===== config.mk =====
export PLATFORM = sky130hd
export DESIGN_NAME = fft_buffer_sched
export DESIGN_NICKNAME = d
export VERILOG_FILES = /design/src/rtl/fft_buffer_sched_pkg.sv /design/src/rtl/fft_rd_seq.sv /design/src/rtl/fft_buffer_sched.sv
export SDC_FILE = /design/constraint.sdc
export NUM_CORES = 1
export LEC_CHECK = 0
export ABC_CLOCK_PERIOD_IN_PS = 2110
export CORE_UTILIZATION = 51
export CTS_BUF_LIST = sky130_fd_sc_hd__clkbuf_8
export DETAILED_ROUTE_END_ITERATION = 10
export GPL_TIMING_DRIVEN = 0
export PLACE_DENSITY = 0.92
export REMOVE_ABC_BUFFERS = 1
export SETUP_SLACK_MARGIN = 0.02
export SYNTH_ARGS = -nofsm -noshare
export SYNTH_HDL_FRONTEND = slang
export SYNTH_SLANG_ARGS = --single-unit

===== constraint.sdc =====
create_clock -name clk -period 2.11 [get_ports clk]
set_input_delay 0.211 -clock clk [delete_from_list [all_inputs] [get_ports clk]]
set_output_delay 0.211 -clock clk [all_outputs]
set_load 0.01 [all_outputs]

===== src/rtl/fft_buffer_sched_pkg.sv =====
// Shared definitions for the FFT ping-pong input buffer scheduler:
// default FFT size, writer/reader state encodings and the bit-reverse helper.
package fft_buffer_sched_pkg;

    // log2 of the default FFT size (64 points)
    localparam int NPT_LOG2_DEF  = 6;
    // default width of the completed-symbol counter
    localparam int SYM_CNT_W_DEF = 8;
    // widest address the bit-reverse helper can handle
    localparam int BITREV_MAX_W  = 16;

    typedef enum logic {
        W_FILL  = 1'b0,
        W_STALL = 1'b1
    } wr_state_t;

    typedef enum logic [1:0] {
        R_IDLE = 2'd0,
        R_WAIT = 2'd1,
        R_READ = 2'd2
    } rd_state_t;

    // Reverse the low 'width' bits of 'val' (bit 0 becomes bit width-1).
    // Bits at or above 'width' come back as zero.
    function automatic logic [BITREV_MAX_W-1:0] bit_rev(input logic [BITREV_MAX_W-1:0] val,
                                                        input int                      width);
        logic [BITREV_MAX_W-1:0] res;
        res = '0;
        for (int i = 0; i < BITREV_MAX_W; i++) begin
            if (i < width) begin
                res[width-1-i] = val[i];
            end
        end
        return res;
    endfunction

endpackage


===== src/rtl/fft_rd_seq.sv =====
// Reader sequencer: waits for a full bank, waits for the FFT core to be
// ready, then streams 64 natural-order addresses from that bank and
// releases it. Also counts completed symbols.
module fft_rd_seq
    import fft_buffer_sched_pkg::*;
#(
    parameter int NPT_LOG2  = NPT_LOG2_DEF,
    parameter int SYM_CNT_W = SYM_CNT_W_DEF
) (
    input  logic                 clk,
    input  logic                 rst_n,      // active-high, asynchronous
    input  logic                 fft_ready,
    input  logic [1:0]           bank_full,  // full flags including a bank completing this cycle
    output logic                 rd_en,
    output logic                 rd_bank,
    output logic [NPT_LOG2-1:0]  rd_addr,
    output logic                 fft_start,
    output logic                 rd_done,    // last read of a symbol; releases rd_bank
    output logic [SYM_CNT_W-1:0] sym_cnt
);

    localparam logic [NPT_LOG2-1:0] LAST_ADDR = '1;

    rd_state_t state;

    // Reader FSM, read address counter, bank pointer and symbol counter.
    // NOTE: all state here uses non-blocking assignments so every register
    // samples pre-edge values, independent of statement order.
    always_ff @(posedge clk or posedge rst_n) begin
        if (rst_n) begin
            state   <= R_IDLE;
            rd_bank <= 1'b0;
            rd_addr <= '0;
            sym_cnt <= '0;
        end else begin
            case (state)
                R_IDLE: begin
                    if (bank_full[rd_bank]) begin
                        state <= R_WAIT;
                    end
                end
                R_WAIT: begin
                    // fft_ready is only looked at here; a drop mid-burst is ignored
                    if (fft_ready) begin
                        state   <= R_READ;
                        rd_addr <= '0;
                    end
                end
                R_READ: begin
                    rd_addr <= rd_addr + 1'b1;
                    if (rd_addr == LAST_ADDR) begin
                        rd_bank <= ~rd_bank;
                        sym_cnt <= sym_cnt + 1'b1;
                        state   <= bank_full[~rd_bank] ? R_WAIT : R_IDLE;
                    end
                end
                default: begin
                    state <= R_IDLE;
                end
            endcase
        end
    end

    assign rd_en     = (state == R_READ);
    assign fft_start = rd_en && (rd_addr == '0);
    assign rd_done   = rd_en && (rd_addr == LAST_ADDR);

endmodule


===== src/rtl/fft_buffer_sched.sv =====
// Ping-pong buffer scheduler between the CP-removal stage and a 64-point
// FFT core. The writer fills one bank while the reader drains the other;
// per-bank full flags arbitrate ownership. Samples arriving while both
// banks are full are dropped and flagged on the sticky overflow output.
// Build option: define BITREV_ADDR_EN to write samples at bit-reversed
// addresses (wr_cnt[0] as MSB); otherwise addresses are natural order.
module fft_buffer_sched
    import fft_buffer_sched_pkg::*;
#(
    parameter int SYM_CNT_W = SYM_CNT_W_DEF,
    parameter int NPT_LOG2  = NPT_LOG2_DEF
) (
    input  logic                 clk,
    input  logic                 rst_n,      // active-high, asynchronous
    input  logic                 sym_valid,
    input  logic                 fft_ready,
    output logic                 wr_en,
    output logic                 wr_bank,
    output logic [NPT_LOG2-1:0]  wr_addr,
    output logic                 rd_en,
    output logic                 rd_bank,
    output logic [NPT_LOG2-1:0]  rd_addr,
    output logic                 fft_start,
    output logic                 overflow,
    output logic [SYM_CNT_W-1:0] sym_cnt
);

    localparam logic [NPT_LOG2-1:0] LAST_CNT = '1;

    wr_state_t           w_state;
    logic [NPT_LOG2-1:0] wr_cnt;
    logic [1:0]          full_q;
    logic [1:0]          full_set;
    logic [1:0]          full_clr;
    logic [1:0]          full_view;
    logic                wr_done;
    logic                rd_done;

    // Accept a sample whenever filling; held low while reset is asserted
    assign wr_en   = (w_state == W_FILL) && sym_valid && !rst_n;
    assign wr_done = wr_en && (wr_cnt == LAST_CNT);

`ifdef BITREV_ADDR_EN
    assign wr_addr = NPT_LOG2'(bit_rev(16'(wr_cnt), NPT_LOG2));
`else
    assign wr_addr = wr_cnt;
`endif

    // Per-bank set/clear requests from the writer and the reader
    // NOTE: every output of this block gets a default first so no latch is inferred.
    always_comb begin
        full_set = '0;
        full_clr = '0;
        if (wr_done) full_set[wr_bank] = 1'b1;
        if (rd_done) full_clr[rd_bank] = 1'b1;
    end

    // The reader sees a bank completing this cycle so it can leave R_IDLE immediately
    assign full_view = full_q | full_set;

    // Bank full flags; set and clear of different banks both land in the same cycle
    always_ff @(posedge clk or posedge rst_n) begin
        if (rst_n) begin
            full_q <= '0;
        end else begin
            full_q <= (full_q | full_set) & ~full_clr;
        end
    end

    // Writer FSM: fill the current bank, then either move on or stall
    always_ff @(posedge clk or posedge rst_n) begin
        if (rst_n) begin
            w_state  <= W_FILL;
            wr_bank  <= 1'b0;
            wr_cnt   <= '0;
            overflow <= 1'b0;
        end else begin
            case (w_state)
                W_FILL: begin
                    if (wr_en) begin
                        wr_cnt <= wr_cnt + 1'b1;
                        if (wr_cnt == LAST_CNT) begin
                            wr_bank <= ~wr_bank;
                            // next bank still owned by the reader and not freed this cycle
                            if (full_q[~wr_bank] && !full_clr[~wr_bank]) begin
                                w_state <= W_STALL;
                            end
                        end
                    end
                end
                W_STALL: begin
                    if (sym_valid) begin
                        overflow <= 1'b1;
                    end
                    if (!full_q[wr_bank] || full_clr[wr_bank]) begin
                        w_state <= W_FILL;
                    end
                end
                default: begin
                    w_state <= W_FILL;
                end
            endcase
        end
    end

    // Reader FSM and read address generation
    fft_rd_seq #(
        .NPT_LOG2  (NPT_LOG2),
        .SYM_CNT_W (SYM_CNT_W)
    ) u_rd_seq (
        .clk       (clk),
        .rst_n     (rst_n),
        .fft_ready (fft_ready),
        .bank_full (full_view),
        .rd_en     (rd_en),
        .rd_bank   (rd_bank),
        .rd_addr   (rd_addr),
        .fft_start (fft_start),
        .rd_done   (rd_done),
        .sym_cnt   (sym_cnt)
    );

endmodule

======== Word-level counts from Yosys, hierarchy flattened ========
Cells that the tools add are included.
word-level totals
  bits in registers ....................... 28
  bits of input ports ..................... 4
  output and inout bits ................... 26
  logic and storage cells ................. 82
cells by class
  add/sub/neg operators ................... 3
  $lt $le $gt $ge ......................... 6
  equal/unequal tests ..................... 7
  multiplexer cells ....................... 30
  bitwise gates (word level) .............. 6
  reductions and logical operators ........ 21
operators with widths
  operator               count
  $mux W1                19
  $add A6 B1 Y6 const B  2
  $eq A6 B6 Y1 const B   2
  $pmux W6 S2            1
  $mux W2                5
  $add A8 B1 Y8 const B  1
  $logic_and A1 B1 Y1    8
  $lt A1 B2 Y1 const B   4
  $reduce_and A2 Y1      4
  $logic_not A6 Y1       1
  $mux W6                1
  $pmux W2 S3            1
  $reduce_and A3 Y1      2
  $ne A2 B2 Y1 const B   2
  $logic_not A1 Y1       3
  $not A1 Y1             3
  $and A2 B2 Y2          1
  $demux W1 S1           2
  $eq A2 B1 Y1 const B   1
  $eq A2 B2 Y1 const B   1
  $ge A1 B1 Y1 const B   2
  $logic_not A2 Y1       1
  $ne A2 B1 Y1 const B   1
  $not A2 Y2             1
  4 further kinds        4

======== Depth between registers and ports, before layout ========
Gate-level depths: netlist (run 1).
  depth in word-level cells ............... 13
  mapped depth ............................ 6
  gate-level depth less buffers ........... 5

======== Modules after synthesis ========
Synthesis (run 1) repeated with hierarchy kept, for this count alone.
second synthesis, totals
  cells, all modules ...................... 133
  area total of the unflattened synthesis .. 1532.7 um^2
modules (own cells, without submodules)
  module            times used  cells an instance  area each (um^2)  seq. area each (um^2)
  fft_rd_seq        1           87                 960.9             425.4
  fft_buffer_sched  1           46                 571.8             275.3

======== Worst setup path after synthesis (run 1) ========
No wires, ideal clock.
  path kind ............................... register -> output
  start point ............................. register u_rd_seq.rd_addr[0]
  end point ............................... output fft_start
  arrival ................................. 1501 ps
  required time ........................... 1899 ps
  path slack .............................. 398 ps
  stages on the path, launching flop included .. 5
  path buffers ............................ 0
  path through ............................ dfrtp_1 inv_1 ha_1 or4b_2 nor3_1
between the ends
  cells in the longest elaborated chain, start to end .. 2
ends and longest elaborated chain
  element                 RTL line                source
  start, declared         fft_rd_seq.sv:16        output logic [NPT_LOG2-1:0] rd_addr,
  start signal, assigned  fft_rd_seq.sv:50        rd_addr <= rd_addr + 1'b1;
  $logic_not A6 Y1        fft_rd_seq.sv:65        assign fft_start = rd_en && (rd_addr == '0);
  $logic_and A1 B1 Y1     fft_rd_seq.sv:65
  end, declared           fft_buffer_sched.sv:23  output logic fft_start,
No other way between the ends.

======== Worst setup path in the final report (run 1) ========
  start point ............................. register u_rd_seq.state[0]
  end point ............................... output rd_en
between the ends
  cells in the longest elaborated chain, start to end .. 1
ends and longest elaborated chain
  element                 RTL line                source
  start, declared         fft_rd_seq.sv:24        rd_state_t state;
  start signal, assigned  fft_rd_seq.sv:54        state <= bank_full[~rd_bank] ? R_WAIT : R_IDLE;
  $eq A2 B2 Y1            fft_rd_seq.sv:64        assign rd_en = (state == R_READ);
  end, declared           fft_buffer_sched.sv:20  output logic rd_en,
No other way between the ends.

==> results of run 1 <==
==> synth_stat cells, types with 4 or more instances <==
cell type	count
xnor2_1	13
nand4_1	5
dfrtp_1	28
nand3_1	7
o21ai_0	9
ha_1	4
xor2_1	4
inv_1	7
nor2_1	5
nand2_1	9
==> worst paths after layout <==
check	start	endpoint	slack, ns
hold / removal	u_rd_seq.sym_cnt[7]$_DFFE_PP0N_	u_rd_seq.sym_cnt[7]$_DFFE_PP0N_	0.48
setup / recovery	u_rd_seq.state[0]$_DFFE_PP0P_	rd_en	0.08
min in group asynchronous	rst_n	u_rd_seq.sym_cnt[1]$_DFFE_PP0N_	0.56
hold reg to reg	u_rd_seq.sym_cnt[7]$_DFFE_PP0N_	u_rd_seq.sym_cnt[7]$_DFFE_PP0N_	0.48
max in group asynchronous	rst_n	u_rd_seq.rd_addr[0]$_DFFE_PP0P_	0.87
setup reg to reg	u_rd_seq.rd_addr[0]$_DFFE_PP0P_	u_rd_seq.sym_cnt[1]$_DFFE_PP0N_	0.26
==> state kept, by name, indices dropped and copies added, names as in the netlist <==
| signal | count |
|---|---|
| wr_bank | 1 |
| u_rd_seq.state | 2 |
| u_rd_seq.rd_addr | 6 |
| wr_addr | 6 |
| full_q | 2 |
| u_rd_seq.sym_cnt | 8 |
| overflow | 1 |
| u_rd_seq.rd_bank | 1 |
| w_state | 1 |
==> per-layer routing <==
metal | part of all wire | GRT usage | up-vias
met3 | 0.052 | 0.0345 | 5
met2 | 0.51 | 0.360 | 32
met5 | 0 | 0 | -
met1 | 0.43 | 0.258 | 538
met4 | 0.014 | 0.0789 | 0
li1 | - | - | 512
==> metrics by stage <==
stage	setup slack (ns)	hold WS (ns)	utilization	TNS (ns)	instance area, sq um
floorplan	0.326	0.276	-	0	1330
CTS	0.0415	0.480	0.691	0	1730
detailed placement	-0.0538	0.457	0.662	-0.0538	1660
global route	0.0146	0.508	0.705	0	1760
finish	0.0779	0.476	0.705	0	1760
global placement	-0.0127	0.446	0.662	-0.0127	1660
==> worst max-delay path, stage by stage (launching register included) <==
cell             delay (ns)
dfrtp_1                0.42
nand2b_1               0.33
inv_1                  0.23
clkdlybuf4s50_1        0.56
==> area by class of cell <==
cell class / instances / area [sq um]
fillers: 178 / 738
flip-flops and latches: 28 / 702
multi-input cells: 85 / 611
repair buffers: 35 / 330
clock buffers: 4 / 55.1
well taps: 30 / 37.5
inverters: 7 / 26.3
==> power by group <==
part | switching (mW) | internal, mW
Sequential | 0.0980 | 0.630
Clock | 0.162 | 0.167
Combinational | 0.266 | 0.297
==> repair_timing <==
action / CTS / global route
gates resized for setup: 4 / 3
hold buffers: 0 / 0
pin swaps: 0 / 1
setup buffers: 2 / 4
endpoints found under the setup margin: 1 / 3
==> kinds of logic after synthesis <==
| logic type | share of synthesized area |
|---|---|
| flops | 0.518 |
| fa+ha+maj | 0.0370 |
| compound gates | 0.114 |
| mux | 0.0166 |
| xor+xnor | 0.110 |
| buf+inv | 0.0388 |
| simple gates | 0.166 |
==> results.json, run 1 <==
{
  "cts_tree": "built",
  "initial_core_util": 0.542,
  "skew_ns": 0.00388,
  "rsz0062_at_grt": "yes",
  "status": "complete, no violations",
  "rows": 18,
  "cellPowerDensity_mw_per_mm2": 919,
  "layout_commonest_cell": "clkdlybuf4s50_1",
  "avgSynthCellArea_sq_um": 11.0,
  "numPortBuffers": 29,
  "chipHeight_um": 53.5,
  "drtAntennaViolNets": 0,
  "crit_path_max_fanout": 9,
  "worstMarginPinSlew_ns": 1.02,
  "worstPathRequired_ns": 1.90,
  "grt_max_degree": 29,
  "drive_gt1_frac": 0.119,
  "synthToLayoutAreaGrowth_pct": 30.1,
  "drc": 0,
  "grt_usage": 0.208,
  "grt_first_pass_wirelength_um": 4280,
  "netlist.area_leader.share": 0.518,
  "synthArstFlopShare": 1.00,
  "timing.final.crit_share": 0.963,
  "vias": 1087,
  "via_per_inst": 5.75,
  "cts_made_buffers": 3,
  "end_kind": "output pin",
  "first_pass_iters": 4,
  "dpl.hpwl_um": 1920,
  "ys_types": 34,
  "total_power_mw": 1.62,
  "peakVddDrop_v": 0.000855,
  "dieArea_sq_mm": 0.00286,
  "n_antenna_cell": 0,
  "grt_pass1_vias": 995,
  "clock-sinks": 28,
  "hp-class": "flop to flop",
  "stdcell_count": 189,
  "syn_area_sq_mm": 0.00135,
  "routed_wl_um": 2770,
  "fmax_ghz": 0.492,
  "clk_latency_ns": 0.27,
  "layout_common_cells": "clkdlybuf4s50_1, dfrtp_1, xnor2_1, nand2_1, o21ai_0",
  "critPathLaunchType": "flop",
  "ys_ff_latch": 28,
  "htreeDepth": 1,
  "cap_violations": 0,
  "ys_seq_area_frac": 0.518,
  "clkTransAtPathRegs_ns": 0.09,
  "ys_top_cells_by_area": "dfrtp_1, xnor2_1, ha_1, o21ai_0, nand3_1",
  "critPathKind": "flop to output pin",
  "finalSetupViolations": 0,
  "synthCells": 123,
  "max_slew_margin": 0.320,
  "core_sq_mm": 0.00250,
  "yosys.area.top_type": "dfrtp_1",
  "grt-ovfl-total": 0,
  "cts_root_buf": "clkbuf_8",
  "synth_flop_cell": "dfrtp_1",
  "antenna_found_initial": 0,
  "fp.dieW_um": 53.5,
  "reg2reg_depth": 6,
  "hold_depth": 1,
  "power_leakage_nw": 0.771,
  "drt_iter0_markers": 28,
  "hold_violations": 0,
  "dp_cells": 179,
  "slew_violations": 0,
  "wl_per_cell_um": 14.7,
  "crit_arrival_ns": 1.82,
  "routabilityCongestion": 0.791,
  "layout_min_cycle_time_ns": 2.03,
  "yosysWarningCount": 0,
  "layout.nets": 168,
  "synth_edf_count": 0,
  "ios": 30,
  "cts_buffer_depth": 2
}
No activity file was read; power rests on OpenSTA's default activity.
==> run 2, diff against run 1 <==
--- a/config.mk
+++ b/config.mk
@@ -6,11 +6,12 @@
 export NUM_CORES = 1
 export LEC_CHECK = 0
 export ABC_CLOCK_PERIOD_IN_PS = 2110
-export CORE_UTILIZATION = 51
-export CTS_BUF_LIST = sky130_fd_sc_hd__clkbuf_8
+export CORE_ASPECT_RATIO = 2
+export CORE_MARGIN = 5
+export CORE_UTILIZATION = 49
 export DETAILED_ROUTE_END_ITERATION = 10
 export GPL_TIMING_DRIVEN = 0
-export PLACE_DENSITY = 0.92
+export PLACE_DENSITY = 0.89
 export REMOVE_ABC_BUFFERS = 1
 export SETUP_SLACK_MARGIN = 0.02
 export SYNTH_ARGS = -nofsm -noshare
==> run 2 against run 1 <==
Against the previous run:
- flip-flop and latch count did not move
- critical path type unchanged
- clock power is essentially flat
- sequential power up 0.7%
- maximum frequency rose by 1.0%
- register-to-register slack better by 0.03 ns
- cell area decreased by 0.21%
- routed wire length rose by 5.9%
- die area rose by 39%
- count of clock-buffer cells in the layout is the same
- hold slack worse by 0.0044 ns
==> results.json, run 2 (synthesis gave the netlist of run 1 again) <==
{
  "grt-ovfl-total": 0,
  "finalSetupViolations": 0,
  "crit_path_max_fanout": 9,
  "multi_input_area_sq_um": 614,
  "cellPowerDensity_mw_per_mm2": 936,
  "slew_violations": 0,
  "power_leakage_nw": 0.763,
  "core_sq_mm": 0.00270,
  "clkTransAtPathRegs_ns": 0.09,
  "fin_util": 0.650,
  "max_slew_margin": 0.314,
  "skew_ns": 0.00309,
  "grt_max_degree": 29,
  "crit_start": "u_rd_seq.state[0]$_DFFE_PP0P_",
  "cap_violations": 0,
  "clock-sinks": 28,
  "vias": 1060,
  "layout_common_cells": "clkdlybuf4s50_1, dfrtp_1, xnor2_1, nand2_1, o21ai_0",
  "initial_core_util": 0.501,
  "antenna_found_initial": 0,
  "grt_usage": 0.174,
  "first_pass_iters": 4,
  "synthToLayoutAreaGrowth_pct": 29.9,
  "drc": 0,
  "routed_wl_um": 2930,
  "rsz0062_at_grt": "yes",
  "dieArea_sq_mm": 0.00398,
  "hold_depth": 1,
  "grt_first_pass_wirelength_um": 5150,
  "crit_arrival_ns": 1.80,
  "drt_iter0_markers": 26,
  "clk_latency_ns": 0.27,
  "chipHeight_um": 84.3,
  "min-delay-start": "overflow$_DFFE_PP0P_",
  "timing.final.crit_share": 0.954,
  "status": "complete, no violations",
  "worstPathRequired_ns": 1.90,
  "cts_tree": "built",
  "preCtsSetupSlack_ns": -0.0839,
  "dpl.hpwl_um": 2210,
  "worstMarginPinSlew_ns": 1.03,
  "drive_gt1_frac": 0.127,
  "hp-class": "flop to flop",
  "largest_reg_flops": 8,
  "htreeDepth": 1,
  "layout_setup_ws_ns": 0.0981,
  "drtAntennaViolNets": 0,
  "wl_per_cell_um": 15.7,
  "cts_buffer_depth": 2,
  "routabilityCongestion": 0.784,
  "cts_made_buffers": 3,
  "reg2reg_depth": 6,
  "r2r_start": "u_rd_seq.rd_addr[0]$_DFFE_PP0P_",
  "fp.dieW_um": 47.2,
  "peakVddDrop_v": 0.000606,
  "dp_cells": 178,
  "end_kind": "output pin",
  "numPortBuffers": 29,
  "ff2ff_setup_slack_ns": 0.29,
  "ios": 30,
  "ff_latch_area_sq_um": 703,
  "critPathKind": "flop to output pin",
  "n_antenna_cell": 0,
  "cts_root_buf": "clkbuf_8",
  "min_to": "overflow$_DFFE_PP0P_",
  "hold_violations": 0,
  "layout_min_cycle_time_ns": 2.01,
  "rows": 27,
  "critPathLaunchType": "flop",
  "top_register": "u_rd_seq.sym_cnt",
  "reg2reg_to": "u_rd_seq.sym_cnt[1]$_DFFE_PP0N_",
  "fmax_ghz": 0.497,
  "layout_commonest_cell": "clkdlybuf4s50_1",
  "grt_pass1_vias": 1111,
  "n_fill_cell": 227,
  "layout.nets": 167,
  "stdcell_count": 187,
  "via_per_inst": 5.67
}
run 2: cell count changes in the layout (fill, tap and decap cells not counted):
| cell | before | now |
|---|---|---|
| dfrtp_2 | 1 | 2 |
| inv_2 | 0 | 1 |
| inv_1 | 7 | 6 |
| or4b_4 | 0 | 1 |
| or4b_2 | 1 | 0 |
| buf_4 | 6 | 5 |
| dfrtp_1 | 27 | 26 |
run 2: timing repair:
action,4_1_cts,5_1_grt
hold buffers,0,0
pin swaps,0,2
endpoints found under the setup margin,1,4
resized for setup,6,4
setup buffers,2,3
run 2: critical path: stages (launching register included):
cell             delay [ns]
dfrtp_1                0.42
nand2b_1               0.35
inv_2                  0.20
clkdlybuf4s50_1        0.56
run 2: layout make-up:
| class | count | share of cell area |
|---|---|---|
| clock buffers | 4 | 0.0313 |
| inverters | 7 | 0.0149 |
| multi-input cells | 85 | 0.349 |
| flip-flops and latches | 28 | 0.400 |
| well taps | 29 | 0.0206 |
| repair buffers | 34 | 0.184 |
run 2: routing by layer:
layer / vias up / GRT usage / routed length [um] / part of all wire
met4: 0 / 0.0605 / 51 / 0.017
li1: 509 / - / - / -
met2: 19 / 0.309 / 1690 / 0.57
met3: 5 / 0.0193 / 65 / 0.022
met5: - / 0 / 0 / 0
met1: 527 / 0.202 / 1130 / 0.39
run 2: how the worst max path moves through the flow:
stage          depth (start not counted)                end  slack, ns
2_1_floorplan                          5  w_state$_DFF_PP0_       0.33
3_3_place_gp                           5          fft_start      -0.05
3_5_place_dp                           5          fft_start      -0.08
4_1_cts                                3              rd_en       0.02
5_1_grt                                3              rd_en      0.006
6_report                               3              rd_en        0.1
run 2: power by group:
part	internal, mW	switching, mW
Clock	0.167	0.159
Combinational	0.307	0.279
Sequential	0.631	0.102
run 2: metrics by stage:
stage	setup TNS, ns	total power, mW	cell area [sq um]	hold WS (ns)
6_report	0	1.65	1760	0.472
2_1_floorplan	0	1.02	1330	0.276
5_1_grt	0	1.75	1760	0.515
3_3_place_gp	-0.0496	1.25	1650	0.442
4_1_cts	0	1.65	1730	0.481
3_5_place_dp	-0.0839	1.29	1650	0.463
